[config.mk]
export PLATFORM = sky130hd
export DESIGN_NAME = seq_trigger_detector
export DESIGN_NICKNAME = d
export VERILOG_FILES = /design/src/rtl/seq_trigger_detector.sv
export SDC_FILE = /design/constraint.sdc
export NUM_CORES = 1
export LEC_CHECK = 0
export BUFFER_PORTS_ARGS = -buffer_cell sky130_fd_sc_hd__clkbuf_2
export CAP_MARGIN = 0
export CORE_AREA = 2 2 305 307
export DETAILED_ROUTE_END_ITERATION = 10
export DIE_AREA = 0 0 307 309
export GPL_TIMING_DRIVEN = 1
export PLACE_DENSITY = 0.3
export SYNTH_ARGS = -nofsm -noshare
export SYNTH_HDL_FRONTEND = slang
export SYNTH_SLANG_ARGS = --single-unit
[constraint.sdc]
create_clock -name clk -period 3.2 [get_ports clk]
set_clock_uncertainty 0.1 [all_clocks]
set_input_delay 0.16 -clock clk [delete_from_list [all_inputs] [get_ports clk]]
set_output_delay 0.16 -clock clk [all_outputs]
set_load 0.01 [all_outputs]
[src/rtl/seq_trigger_detector.sv]
// Sequence trigger: fires after NUM_STAGES masked patterns are seen in order,
// each within WINDOW cycles of the previous match.
module seq_trigger_detector #(
  parameter int DATA_W     = 128,
  parameter int NUM_STAGES = 4,
  parameter int WINDOW     = 16,
  parameter int STICKY     = 1,
  parameter int CNT_W      = 8
) (
  input  logic                             clk,
  input  logic                             rst_n,
  input  logic                             enable,
  input  logic                             clear,
  input  logic                             data_valid,
  input  logic [DATA_W-1:0]                data,
  input  logic [NUM_STAGES*DATA_W-1:0]     pattern_flat,
  input  logic [DATA_W-1:0]                mask,
  output logic [$clog2(NUM_STAGES+1)-1:0]  stage,
  output logic                             trig,
  output logic [CNT_W-1:0]                 fire_cnt
);

  localparam int SW = $clog2(NUM_STAGES + 1);
  localparam int TW = (WINDOW > 0) ? $clog2(WINDOW + 1) : 1;

  logic [SW-1:0]         stage_reg, stage_next;
  logic [TW-1:0]         timer_reg, timer_next;
  logic                  trig_reg;
  logic [CNT_W-1:0]      fire_cnt_reg, fire_cnt_next;
  logic [NUM_STAGES-1:0] hit_vec;
  logic                  hit_cur;
  logic                  complete;

  // One masked comparator per stage; the current stage's result is selected below.
  generate
    for (genvar gi = 0; gi < NUM_STAGES; gi++) begin : g_hit
      assign hit_vec[gi] = ~|((data ^ pattern_flat[gi*DATA_W +: DATA_W]) & mask);
    end
  endgenerate

  always_comb begin
    hit_cur = 1'b0;
    for (int k = 0; k < NUM_STAGES; k++) begin
      if (int'(stage_reg) == k) hit_cur = hit_vec[k];
    end
  end

  always_comb begin
    stage_next = stage_reg;
    timer_next = timer_reg;
    complete   = 1'b0;
    if (data_valid) begin
      timer_next = '0;
      if (hit_cur) begin
        if (int'(stage_reg) == NUM_STAGES - 1) begin
          complete   = 1'b1;
          stage_next = '0;
        end else begin
          stage_next = stage_reg + 1'b1;
        end
      end else if (hit_vec[0] && (stage_reg != '0)) begin
        stage_next = SW'(1);
      end else begin
        stage_next = '0;
      end
    end else if ((WINDOW > 0) && (stage_reg != '0)) begin
      // Idle cycle inside an attempt: abandon it once the gap reaches WINDOW.
      if (int'(timer_reg) + 1 >= WINDOW) begin
        stage_next = '0;
        timer_next = '0;
      end else begin
        timer_next = timer_reg + 1'b1;
      end
    end
  end

  assign fire_cnt_next = (&fire_cnt_reg) ? fire_cnt_reg : fire_cnt_reg + 1'b1;

  always_ff @(posedge clk or negedge rst_n) begin
    if (!rst_n) begin
      stage_reg    <= '0;
      timer_reg    <= '0;
      trig_reg     <= 1'b0;
      fire_cnt_reg <= '0;
    end else if (clear) begin
      stage_reg <= '0;
      timer_reg <= '0;
      trig_reg  <= 1'b0;
    end else if (!enable) begin
      if (STICKY == 0) trig_reg <= 1'b0;
    end else begin
      stage_reg <= stage_next;
      timer_reg <= timer_next;
      if (complete) begin
        trig_reg     <= 1'b1;
        fire_cnt_reg <= fire_cnt_next;
      end else if (STICKY == 0) begin
        trig_reg <= 1'b0;
      end
    end
  end

  assign stage    = stage_reg;
  assign trig     = trig_reg;
  assign fire_cnt = fire_cnt_reg;

endmodule

==> flow_metrics.tcl <==
set metrics [dict create \
    outcome "finished, final reports clean" \
    synth_top_area_share_pct 56.9 \
    die_x_um 307 \
    syn_nets 1724 \
    crit_top_cell "buf_4" \
    critical_path.cell_chain "clkbuf_2, xor2_1, a22oi_1, buf_4, nand4_1, nor4_1, buf_4, nand4_1, buf_4, nor4_4, buf_4, mux2_1" \
    initial_core_util_pct 8.64 \
    synth_edf_count 0 \
    design_area_um2 14400 \
    drv_cap 0 \
    drc 0 \
    grt.busiest_layer "met2" \
    core_um2 91400 \
    dp_hpwl_um 106000 \
    netlist_area_um2 7900 \
    globalplace.congestion 0.845 \
    cts_buffer_depth 2 \
    antenna_found_initial 28 \
    drive_above_1_share_pct 49.6 \
    portBuffers 784 \
    hold_ws_ps 88.8 \
    critPathMaxFanout 8 \
    met2_usage_pct 41.1 \
    cts-htree-levels 1 \
    area_growth_pct 82.0 \
    synth_top_area_cell "xor2_1" \
    mostFrequentLayoutCells "clkbuf_2 (784), xor2_1 (513), a22oi_1 (241)" \
    core.rowCount 111 \
    drv_slew 0 \
    synth_flop_cell "dfrtp_1" \
    antenna_left 0 \
    rr_worst_depth 9 \
    wire_per_inst_um 36.9 \
    grt_usage_pct 22.8 \
    crit_path_end_kind "flop" \
    setup_tns_ps 0 \
    ys_seq_area_share_pct 5.39 \
    p_leak_nw 7.27 \
    synth_area_per_cell_um2 8.36 \
    p_total_mw 3.06 \
    place_ws_ps -408 \
    critPathLaunchType "input port" \
    rsz0062_at_grt "no" \
    clk_latency_ps 260 \
    irDropWorstVdd_mv 0.147 \
    dieArea_um2 94900 \
    yosys_warnings 0 \
    cp_slowest_cell "a22oi_1" \
    grtUsageMet1_pct 29.0 \
    netlist_instances 945 \
    vias_per_cell 3.97 \
    holdPathStages 3 \
    fmax_mhz 335 \
    critPathKind "in -> reg" \
    place_area_um2 14200 \
    n_fill_cell 10661 \
    io-pin-count 785 \
    grt_start_max_net_pins 18 \
    num_vias 12142 \
    finalSetupViolCount 0 \
    worstPathArrival_ps 3020 \
    firstDrtPassIters 5 \
    cts_made_buffers 3 \
    layout_commonest_cell "clkbuf_2" \
    cts_tree "built" \
    ys_seq_elements 17 \
    worst_slack_ps 216 \
    drtIter0Drc 703 \
    postSynth.asyncResetShare_pct 100 \
    cts.sinks 17 \
    tightestPinTransition_ps 762 \
    overflow 0 \
    required_ps 3240 \
    hp-class "in -> reg" \
    cts-root-buf "clkbuf_16" \
    cpPeakStageDelay_ps 440 \
    routed_wl_um 113000 \
    path_clk_slew_ps 50 \
    period_minus_slack_ps 2980 \
    die_height_um 309 \
    period_share_pct 93.2 \
    finalHoldViolations 0 \
    yosys-top-cells-area "xor2_1 (57%), a22oi_1 (23%), nand4_1 (5.5%)" \
    gr-usage-met3_pct 3.34 \
    relSlewSlack_pct 49.2 \
    largest_reg_flops 8 \
    first_global_vias 13428 \
    power.density_nw_per_um2 213 \
    num-nets-final 2641 \
    yosysUniqueCellTypes 38 \
    grt_pass1_wl_um 139000 \
]
[cells by family after synthesis]
family                   after synthesis  share of synthesized area [%]
XOR/XNOR                             519                           57.6
AO/OA/AOI/OAI                        271                           26.0
AND/OR/NAND/NOR                      124                           9.57
flip-flops                            17                           5.39
buffers and inverters                  6                          0.285
adder cells (fa/ha/maj)                6                          0.951
multiplexers                           2                          0.285
[cells in the mapped netlist (2+ instances only)]
cell / count
a222oi_1: 2
nor3_1: 4
nor4_1: 12
dfrtp_1: 17
a22o_1: 5
inv_1: 6
a22oi_1: 242
and4_1: 2
nor2_1: 6
nand2_1: 15
or4_1: 2
ha_1: 6
nand4_1: 69
nand3_1: 2
a221oi_1: 4
a21oi_1: 3
and2_1: 2
o21ai_0: 6
or3_1: 3
xor2_1: 513
xnor2_1: 6
and3_1: 2
[worst paths after layout]
path,startpoint,end,slack [ps]
worst max register to register,stage[0]$_DFFE_PN0P_,fire_cnt[1]$_DFFE_PN0P_,560
max in group asynchronous,rst_n,stage[1]$_DFFE_PN0P_,2370
worst max-delay path,data[97],fire_cnt[1]$_DFFE_PN0P_,220
min in group asynchronous,rst_n,fire_cnt[4]$_DFFE_PN0P_,300
worst min-delay path,data_valid,trig$_DFFE_PN0P_,90
worst min register to register,trig$_DFFE_PN0P_,trig$_DFFE_PN0P_,410
[per-stage QoR]
step           instances  utilization [%]
6_report            3055             15.7
5_1_grt             3048             15.7
4_1_cts             3047             15.7
3_5_place_dp        3041             15.6
3_3_place_gp        3041             15.6
2_1_floorplan        945                -
[worst max-delay path, delay by kind of cell]
family	cells	cell delay [ps]
AND/OR/NAND/NOR	4	780
XOR/XNOR	1	230
buffers and inverters	5	1090
AO/OA/AOI/OAI	1	440
multiplexers	1	320
[area by class of cell]
type | instances | area, um^2 | share of cell area [%]
multi-input combinational | 922 | 7450 | 51.8
antenna | 8 | 20.0 | 0.139
clock buffer | 3 | 75.1 | 0.522
timing repair buffer | 912 | 4890 | 34.0
sequential | 17 | 425 | 2.96
tap | 1186 | 1480 | 10.3
clock inverter | 1 | 5.00 | 0.0348
inverter | 6 | 22.5 | 0.157
[per-layer routing]
| metal | up-vias | wire length (um) |
|---|---|---|
| li1 | 5414 | - |
| met1 | 6017 | 49300 |
| met2 | 584 | 55700 |
| met3 | 95 | 5590 |
| met4 | 32 | 2120 |
| met5 | - | 197 |
[power breakdown]
| part | internal (mW) | leakage, nW | switching [mW] | total, mW |
|---|---|---|---|---|
| clock network | 0.168 | 0.0409 | 0.0931 | 0.261 |
| logic | 0.967 | 6.99 | 1.62 | 2.58 |
| registers | 0.217 | 0.237 | 0.00211 | 0.219 |
[repair_timing]
| item | CTS | global route |
|---|---|---|
| resized for setup | 1 | 0 |
| hold buffers | 2 | 0 |
| buffers inserted | 0 | 0 |
| endpoints found under the setup margin | 1 | 0 |
| hold endpoints to repair | 18 | 0 |
(Power assumes the default switching activity.)
